===== src/rtl/sram_pkg.sv =====
// sram_pkg: shared geometry, margin settings and controller state encoding for the 512x32 SRAM path
package sram_pkg;
    localparam int SRAM_AW    = 9;
    localparam int SRAM_DW    = 32;
    localparam int SRAM_DEPTH = 512;
    localparam logic [2:0] SRAM_EMA  = 3'b011;
    localparam logic [1:0] SRAM_EMAW = 2'b01;
    typedef enum logic [1:0] {ST_IDLE, ST_INIT, ST_RUN} state_t;
endpackage


===== src/rtl/sram_rsp_fifo.sv =====
// sram_rsp_fifo: 2-entry in-order read-response buffer
// Ports: CLK/RSTN clock and async active-low reset; push/wdata enqueue;
// pop dequeue; rdata head entry; valid head present; occ entries held (0..2).
module sram_rsp_fifo
    import sram_pkg::*;
(
    input  logic               CLK,
    input  logic               RSTN,
    input  logic               push,
    input  logic [SRAM_DW-1:0] wdata,
    input  logic               pop,
    output logic [SRAM_DW-1:0] rdata,
    output logic               valid,
    output logic [1:0]         occ
);
    logic [SRAM_DW-1:0] mem [2];
    logic wr_ptr, rd_ptr;
    always_ff @(posedge CLK or negedge RSTN) begin
        if (!RSTN) begin
            wr_ptr <= 1'b0;
            rd_ptr <= 1'b0;
            occ    <= 2'd0;
        end else begin
            if (push) wr_ptr <= ~wr_ptr;
            if (pop) rd_ptr <= ~rd_ptr;
            occ <= occ + {1'b0, push} - {1'b0, pop};
        end
    end
    always_ff @(posedge CLK) begin
        if (push) mem[wr_ptr] <= wdata;
    end
    assign rdata = mem[rd_ptr];
    assign valid = occ != 2'd0;
endmodule


===== src/rtl/sram_req_ctrl.sv =====
// sram_req_ctrl: request/response front end for a 512x32 single-port SRAM macro with power-up zero fill
// Ports: CLK/RSTN clock and async active-low reset;
// req_valid/req_ready/req_we/req_addr/req_wdata request channel;
// rsp_valid/rsp_ready/rsp_rdata in-order read responses; init_done high in RUN;
// CEN/GWEN/A/D macro controls, Q macro read data; STOV..WABLM fixed macro margin pins.
module sram_req_ctrl
    import sram_pkg::*;
#(
    parameter bit INIT_EN = 1'b1
) (
    input  logic               CLK,
    input  logic               RSTN,
    input  logic               req_valid,
    output logic               req_ready,
    input  logic               req_we,
    input  logic [SRAM_AW-1:0] req_addr,
    input  logic [SRAM_DW-1:0] req_wdata,
    output logic               rsp_valid,
    input  logic               rsp_ready,
    output logic [SRAM_DW-1:0] rsp_rdata,
    output logic               init_done,
    output logic               CEN,
    output logic               GWEN,
    output logic [SRAM_AW-1:0] A,
    output logic [SRAM_DW-1:0] D,
    input  logic [SRAM_DW-1:0] Q,
    output logic               STOV,
    output logic [2:0]         EMA,
    output logic [1:0]         EMAW,
    output logic               EMAS,
    output logic               RET1N,
    output logic               WABL,
    output logic [1:0]         WABLM
);
    state_t state, state_nxt;
    logic [SRAM_AW-1:0] init_cnt, a_q;
    logic [SRAM_DW-1:0] d_q;
    logic rd_inflight, run, init, req_fire, rsp_fire;
    logic [1:0] occ;
    always_ff @(posedge CLK or negedge RSTN) begin
        if (!RSTN) begin
            state       <= ST_IDLE;
            init_cnt    <= '0;
            rd_inflight <= 1'b0;
            a_q         <= '0;
            d_q         <= '0;
        end else begin
            state       <= state_nxt;
            init_cnt    <= init ? init_cnt + 1'b1 : '0;
            rd_inflight <= req_fire && !req_we;
            a_q         <= A;
            d_q         <= D;
        end
    end
    always_comb begin
        state_nxt = state;
        if (state == ST_IDLE) state_nxt = INIT_EN ? ST_INIT : ST_RUN;
        else if (state == ST_INIT && &init_cnt) state_nxt = ST_RUN;
    end
    assign run       = state == ST_RUN;
    assign init      = state == ST_INIT;
    assign init_done = run;
    assign rsp_fire  = rsp_valid && rsp_ready;
    // A slot is free if buffered plus in-flight reads leave room, or the head leaves this cycle.
    assign req_ready = run && ((({1'b0, occ} + {2'b0, rd_inflight}) < 3'd2) || rsp_fire);
    assign req_fire  = req_valid && req_ready;
    assign CEN       = ~(init || req_fire);
    assign GWEN      = ~(init || (req_fire && req_we));
    // Address and data hold their previous values whenever the macro is idle.
    assign A         = init ? init_cnt : req_fire ? req_addr : a_q;
    assign D         = init ? '0 : req_fire ? req_wdata : d_q;
    assign STOV      = 1'b0;
    assign EMA       = SRAM_EMA;
    assign EMAW      = SRAM_EMAW;
    assign EMAS      = 1'b0;
    assign RET1N     = 1'b1;
    assign WABL      = 1'b0;
    assign WABLM     = 2'b00;
    sram_rsp_fifo u_fifo (
        .CLK   (CLK),
        .RSTN  (RSTN),
        .push  (rd_inflight),
        .wdata (Q),
        .pop   (rsp_fire),
        .rdata (rsp_rdata),
        .valid (rsp_valid),
        .occ   (occ)
    );
endmodule


===== config.mk =====
export PLATFORM = sky130hd
export DESIGN_NAME = sram_req_ctrl
export DESIGN_NICKNAME = d
export VERILOG_FILES = /design/src/rtl/sram_pkg.sv /design/src/rtl/sram_rsp_fifo.sv /design/src/rtl/sram_req_ctrl.sv
export SDC_FILE = /design/constraint.sdc
export NUM_CORES = 1
export LEC_CHECK = 0
export BUFFER_PORTS_ARGS = -buffer_cell sky130_fd_sc_hd__buf_2
export CAP_MARGIN = 10
export CORE_MARGIN = 2
export CORE_UTILIZATION = 45
export CTS_CLUSTER_SIZE = 30
export DETAILED_ROUTE_END_ITERATION = 8
export PLACE_DENSITY = 0.76
export SLEW_MARGIN = 20
export SYNTH_ARGS = -nofsm -noshare
export SYNTH_HDL_FRONTEND = slang
export SYNTH_SLANG_ARGS = --single-unit
export TNS_END_PERCENT = 5

===== constraint.sdc =====
create_clock -name CLK -period 2.35 [get_ports CLK]
set_clock_uncertainty 0.15 [all_clocks]
set_input_delay 0.235 -clock CLK [delete_from_list [all_inputs] [get_ports CLK]]
set_output_delay 0.235 -clock CLK [all_outputs]
set_load 0.05 [all_outputs]

==> impl_metrics.py, run 1 <==
metrics = {
    "outcome": {
        "status": "finished, violations left",
        "violations": "setup timing",
    },
    "global_route": {
        "antenna_found_initial": 0,
        "grtUsageMet2_pct": 39.1,
        "grt_first_pass_wirelength_um": 20200,
        "grt_use_met3_pct": 7.81,
        "overflow": 0,
        "grt_max_degree": 37,
        "met1_usage_pct": 27.0,
        "grt_pass1_vias": 4036,
        "grt_usage_pct": 23.0,
        "top_usage_layer": "met2",
    },
    "yosys": {
        "async_flop_share_pct": 47.1,
        "synthFlopType": "edfxtp_1",
        "avgSynthCellArea_sq_um": 13.4,
        "synth_cell_type_count": 30,
        "syn_area_sq_um": 4850,
        "yosysWarnings": 0,
        "synth-edff-count": 64,
        "ys_seq_elements": 121,
        "syn_inst": 362,
        "seq_area_frac_synth_pct": 69.1,
    },
    "die": {
        "die_y_um": 108,
        "core-area_sq_um": 10400,
        "initial_core_util_pct": 46.7,
        "pin_count": 167,
        "row_count": 37,
        "die_w_um": 108,
        "dieArea_sq_um": 11600,
    },
    "placement": {
        "dp_hpwl_um": 6880,
        "place.gp.congestion": 0.764,
        "place_ws_ns": 0.285,
        "portBuffers": 155,
    },
    "sta": {
        "tns_ns": -0.00329,
        "postLayoutSetupSlackWorst_ns": -0.00329,
        "tightest_slew_ns": 0.609,
        "rsz0062_at_grt": "yes",
        "drv_slew": 0,
        "hold_viol_final": 0,
        "relSlewSlack_pct": 59.4,
        "max_freq_ghz": 0.425,
        "finalSetupViolations": 1,
        "post-route-min-period_ns": 2.35,
        "fin_crit_sh_pct": 100,
    },
    "clocking": {
        "clock_latency_ns": 0.51,
        "ctsHtreeMaxLevel": 4,
        "cts-buffers-inserted": 17,
        "cts.sinks": 121,
        "cts_root_buffer": "clkbuf_8",
        "tritoncts": "done",
        "clockBufferDepth": 2,
        "cts.clk_slew.worst_paths_ns": 0.06,
    },
    "worst_hold_path": {
        "hold_path.class": "input port to flip-flop",
    },
    "worst_setup_path": {
        "required_ns": 1.97,
        "cp.arrival_ns": 1.97,
        "cpMaxStageDelayCell": "dfrtp_2",
        "path_buf_inv": 2,
        "crit_type": "flip-flop to primary output",
        "critPathTopFamily": "flip-flops",
        "max_stage_delay_ns": 0.44,
        "critPathLaunchType": "flip-flop",
        "worstSetupEndpointType": "primary output",
        "cp_max_fo": 10,
        "path_cells": "nor2b_4 -> o211a_4 -> clkbuf_16 -> nand2_1 -> nand2_2 -> buf_8",
    },
    "drt": {
        "post_drt_wl_per_cell_um": 18.7,
        "route.detailed.drc": 0,
        "drt.antenna.violating_nets": 0,
        "vias_per_cell": 5.11,
        "drt-initial-drc-count": 268,
        "drtPass1Iterations": 5,
        "via_count": 3859,
        "totalWireLength_um": 14100,
    },
    "job": {
        "cap_violations": 0,
    },
    "cells_and_area": {
        "diodes": 0,
        "syn_to_final_growth_pct": 58.8,
        "layout-drive-gt1-share_pct": 46.7,
        "fin_nets": 688,
    },
    "pwr": {
        "vdd_drop_max_v": 0.000538,
        "p_per_area_nw_per_um2": 815,
        "leakage_uw": 0.00342,
    },
}
state kept, by name (all words and copies together), names as in the netlist:
name / cells
u_fifo.rd_ptr: 1
u_fifo.wr_ptr: 1
a_q: 9
u_fifo.occ: 2
d_q: 32
state: 2
u_fifo.mem: 64
rd_inflight: 1
init_cnt: 9
metrics by stage:
stage               hold WS, ns  util [%]  area (sq um)  total power [uW]  instances
detailed placement        0.131      55.2          5720              3610        640
finish                   0.0544      74.2          7700              6270        755
global placement          0.113      55.2          5720              3590        640
floorplan                -0.211         -          4880              3330        371
CTS                      0.0244      71.3          7390              6280        751
global route             0.0339      74.2          7700              6500        755
final cells by class:
cell class	instances	area, sq um
fill	646	2670
sequential	121	3350
multi-input combinational	217	1440
clock inverter	15	178
tap	136	170
timing repair buffer	247	2130
inverter	2	7.51
clock buffer	17	414
Yosys cell counts (3+ instances only):
cell	number	area [sq um]
a21oi_1	6	30.0
a22oi_2	6	75.1
and2_1	4	25.0
buf_1	3	11.3
buf_2	10	50.1
buf_4	11	82.6
buf_6	6	67.6
dfrtp_1	57	1430
edfxtp_1	64	1920
ha_1	4	50.1
mux2_2	32	360
nand2_1	76	285
nand3_1	44	220
nor2_1	10	37.5
xnor2_1	3	26.3
xor2_1	5	43.8
where the power goes:
group | total (uW) | switching, uW | internal [uW]
combinational | 1400 | 915 | 482
clock | 2570 | 961 | 1610
sequential | 2300 | 32.8 | 2270
repair_timing:
action | CTS | global route
gates cloned | 1 | 3
endpoints found under the setup margin | 43 | 60
gates resized for setup | 88 | 77
hold buffers | 76 | 0
buffers inserted | 2 | 1
pin swaps | 4 | 8
hold endpoints to repair | 131 | 0
layer usage:
layer	part of all wire, %	vias to the layer above
met3	8.7	44
met5	0	-
met4	2.9	0
li1	-	1729
met2	52	218
met1	37	1868
cells in the final DEF, fill, tap and decap left out, drive strengths merged:
cell type,count
a21oi,6
a22oi,8
and2,4
and3,1
buf,169
bufinv,3
clkbuf,19
clkinv,6
clkinvlp,5
conb,11
dfrtp,57
dlygate4sd3,76
edfxtp,64
ha,4
inv,3
mux2,32
nand2,76
nand2b,2
nand3,44
nor2,10
nor2b,3
o211a,1
o211ai,1
o21a,1
o21ai,2
or2,1
or3,2
xnor2,3
xor2,5
cell families after synthesis:
group | synth area share (%)
AO/OA/AOI/OAI | 3.30
buffers and inverters | 4.60
flip-flops | 69.1
multiplexers | 7.44
XOR/XNOR | 1.45
AND/OR/NAND/NOR | 12.9
adder cells (fa/ha/maj) | 1.03
other | 0.155
worst register-to-register path: stages (launching register included):
cell and delay (ns):
dfrtp_1 0.42, or2_2 0.32, and2_1 0.19, ha_1 0.27
inv_1 0.04, ha_1 0.18, xnor2_1 0.16, xnor2_1 0.13
path summary, 6_finish.rpt:
check / startpoint / end / slack [ns] / depth (start not counted)
max in group asynchronous: RSTN / d_q[10] / 1.31 / 3
worst min-delay path: req_valid / rd_inflight / 0.05 / 4
min in group asynchronous: RSTN / d_q[28] / 0.14 / 2
worst min register to register: u_fifo.rd_ptr / u_fifo.rd_ptr / 0.35 / 1
worst max register to register: u_fifo.occ[0] / u_fifo.occ[1] / 0.41 / 7
worst max-delay path: state[0] / D[13] / -0.003 / 6
Power figures use the tool's default switching activity.
==> run 2: changes to the inputs <==
--- a/config.mk
+++ b/config.mk
@@ -8,12 +8,14 @@
 export BUFFER_PORTS_ARGS = -buffer_cell sky130_fd_sc_hd__buf_2
 export CAP_MARGIN = 10
 export CORE_MARGIN = 2
-export CORE_UTILIZATION = 45
+export CORE_UTILIZATION = 46
 export CTS_CLUSTER_SIZE = 30
 export DETAILED_ROUTE_END_ITERATION = 8
+export MAX_ROUTING_LAYER = met4
 export PLACE_DENSITY = 0.76
 export SLEW_MARGIN = 20
 export SYNTH_ARGS = -nofsm -noshare
 export SYNTH_HDL_FRONTEND = slang
+export SYNTH_HIERARCHICAL = 1
 export SYNTH_SLANG_ARGS = --single-unit
 export TNS_END_PERCENT = 5
==> impl_metrics.py, run 2 <==
metrics = {
    "clocking": {
        "ctsHtreeMaxLevel": 4,
        "cts.sinks": 121,
        "cts.clk_slew.worst_paths_ns": 0.05,
        "clock_latency_ns": 0.41,
        "cts_root_buffer": "clkbuf_16",
        "tritoncts": "done",
        "clockBufferDepth": 2,
        "cts-buffers-inserted": 17,
    },
    "cells_and_area": {
        "design_area_sq_um": 8040,
        "fin_cells": 764,
        "diodes": 0,
        "layout-drive-gt1-share_pct": 44.7,
        "largest_reg_flops": 64,
        "mostFrequentLayoutCell": "buf_2",
        "top_register": "u_fifo/mem",
        "fin_nets": 693,
        "reg_top3": "u_fifo/mem: 64 flops, d_q: 32 flops",
        "final_util_pct": 73.2,
        "final_cell_mix": "buf_2, dlygate4sd3_1, edfxtp_1",
        "syn_to_final_growth_pct": 53.6,
    },
    "sta": {
        "fin_crit_sh_pct": 111,
        "postLayoutSetupSlackWorst_ns": -0.254,
        "rsz0062_at_grt": "yes",
        "post-route-min-period_ns": 2.60,
        "drv_slew": 0,
        "whs_ns": 0.0403,
        "hold_viol_final": 0,
        "relSlewSlack_pct": 43.5,
        "tightest_slew_ns": 0.847,
        "finalSetupViolations": 43,
        "max_freq_ghz": 0.384,
    },
    "yosys": {
        "synth_commonest_cells": "edfxtp_1, dfrtp_1, nand2_1",
        "seq_area_frac_synth_pct": 64.0,
        "synth_xor_area_share_pct": 1.29,
        "synth_most_common_cell": "edfxtp_1",
        "async_flop_share_pct": 47.1,
        "yosysWarnings": 6,
        "yosys.area_share.adder_pct": 0.957,
        "synth_mux_area_share_pct": 15.1,
        "synth_cell_type_count": 38,
        "synthFlopType": "edfxtp_1",
        "synth_top_family_by_area": "multiplexers",
        "synth_compound_area_share_pct": 4.42,
        "syn_inst": 369,
        "synth-edff-count": 64,
        "ys_seq_elements": 121,
        "yosysTopAreaCell": "edfxtp_1",
        "avgSynthCellArea_sq_um": 14.2,
        "syn_area_sq_um": 5230,
        "ys_top_cells_by_area": "edfxtp_1, dfrtp_1, mux2_4",
        "synth_top_area_share_pct": 36.7,
        "synthSimpleGateAreaFrac_pct": 6.63,
    },
    "worst_setup_path": {
        "critPathLaunchType": "flip-flop",
        "cpMaxStageDelayCell": "dfrtp_1",
        "required_ns": 1.97,
        "crit_type": "flip-flop to primary output",
        "max_stage_delay_ns": 0.38,
        "path_cells": "or2_4 -> and2_4 -> o211ai_4 -> buf_12 -> buf_6 -> mux2i_2 -> buf_6",
        "cp_max_fo": 6,
        "worstSetupEndpointType": "primary output",
        "cp.arrival_ns": 2.22,
        "crit_top_cell": "buf_6",
    },
    "global_route": {
        "antenna_found_initial": 0,
        "overflow": 0,
        "grt_pass1_vias": 4087,
        "grt_first_pass_wirelength_um": 20400,
        "grt_usage_pct": 21.7,
        "grt_max_degree": 47,
    },
    "job": {
        "cap_violations": 0,
    },
    "die": {
        "row_count": 38,
        "die_y_um": 111,
        "initial_core_util_pct": 47.6,
        "core-area_sq_um": 11000,
        "die_w_um": 111,
        "pin_count": 167,
        "dieArea_sq_um": 12200,
    },
    "outcome": {
        "violations": "setup timing",
        "status": "finished, violations left",
    },
    "drt": {
        "drt.antenna.violating_nets": 0,
        "totalWireLength_um": 12600,
        "drt-initial-drc-count": 172,
        "route.detailed.drc": 0,
        "vias_per_cell": 4.92,
        "drtPass1Iterations": 4,
        "post_drt_wl_per_cell_um": 16.5,
        "via_count": 3758,
    },
    "pwr": {
        "leakage_uw": 0.00363,
        "clockPowerShare_pct": 38.1,
        "pwr-share-seq_pct": 35.6,
        "p_comb_share_pct": 26.3,
        "p_per_area_nw_per_um2": 802,
        "p_total_uw": 6450,
        "power.internal_uw": 4480,
        "vdd_drop_max_v": 0.000558,
        "power.switching_uw": 1960,
        "sw_frac_of_total_pct": 30.5,
    },
    "placement": {
        "dpl_cell_area_sq_um": 6460,
        "dp_hpwl_um": 7390,
        "portBuffers": 155,
        "place.gp.congestion": 0.758,
        "dpl.cell_count": 662,
    },
    "worst_hold_path": {
        "hold_path.class": "input port to flip-flop",
    },
}
==> run 2: per-stage QoR <==
stage | TNS [ns] | setup WS (ns)
after floorplan | -6.95 | -0.128
after global placement | 0 | 0.0966
after detailed placement | 0 | 0.0420
after CTS | -8.55 | -0.253
after global routing | -11.48 | -0.332
final | -7.34 | -0.254
==> run 2: layout make-up <==
class                           count  area (sq um)
Tap cell                          140           175
Sequential cell                   121          3350
Inverter                           36           135
Clock inverter                     13           130
Clock buffer                       19           433
Timing Repair Buffer              243          1920
Multi-Input combinational cell    192          1890
Fill cell                         684          2950
==> run 2: what timing repair did <==
action | 4_1_cts | 5_1_grt
gates resized for setup | 78 | 4
endpoints found under the setup margin | 43 | 43
endpoints found under the hold margin | 131 | 0
pin swaps | 2 | 1
gates cloned | 1 | 0
buffers inserted | 4 | 0
hold buffers | 65 | 0
==> run 2: logic make-up (layout without fill, tap and decap cells) <==
kind of cell	after synthesis	count (layout)
AO/OA/AOI/OAI	29	29
XOR/XNOR	6	6
adder cells (fa/ha/maj)	4	4
buffers and inverters	65	311
flip-flops	121	121
multiplexers	64	64
other	2	11
AND/OR/NAND/NOR	78	78
==> run 2: path summary, 6_finish.rpt <==
kind	start	end	slack (ns)	cells after the start
setup / recovery	u_fifo/occ[1]	D[0]	-0.25	7
hold / removal	req_addr[8]	a_q[8]	0.04	3
setup reg to reg	u_fifo/occ[1]	d_q[3]	0.41	7
hold reg to reg	u_fifo/rd_ptr	u_fifo/rd_ptr	0.35	1
max in group asynchronous	RSTN	d_q[7]	1.00	3
min in group asynchronous	RSTN	a_q[4]	0.32	2
==> run 2: power groups by stage <==
stage | logic [uW] | registers [uW] | clock network, uW
3_3_place_gp | 1550 | 2330 | 0
4_1_cts | 1700 | 2290 | 2500
6_report | 1700 | 2290 | 2460
3_5_place_dp | 1570 | 2340 | 0
5_1_grt | 1780 | 2290 | 2610
2_1_floorplan | 1350 | 2330 | 0
==> run 2: layer usage <==
layer	vias up	global-route usage, %	wire (um)
met2	171	35.0	6320
met4	0	9.00	334
met3	31	5.38	784
met5	-	-	0
li1	1742	-	-
met1	1814	26.4	5200
==> run 2: critical path, delay by kind of cell, from the launching register on <==
kind | cells | cell delay (ns)
compound gates | 1 | 0.19
buf+inv | 3 | 0.52
flops | 1 | 0.38
mux | 1 | 0.31
simple gates | 2 | 0.41
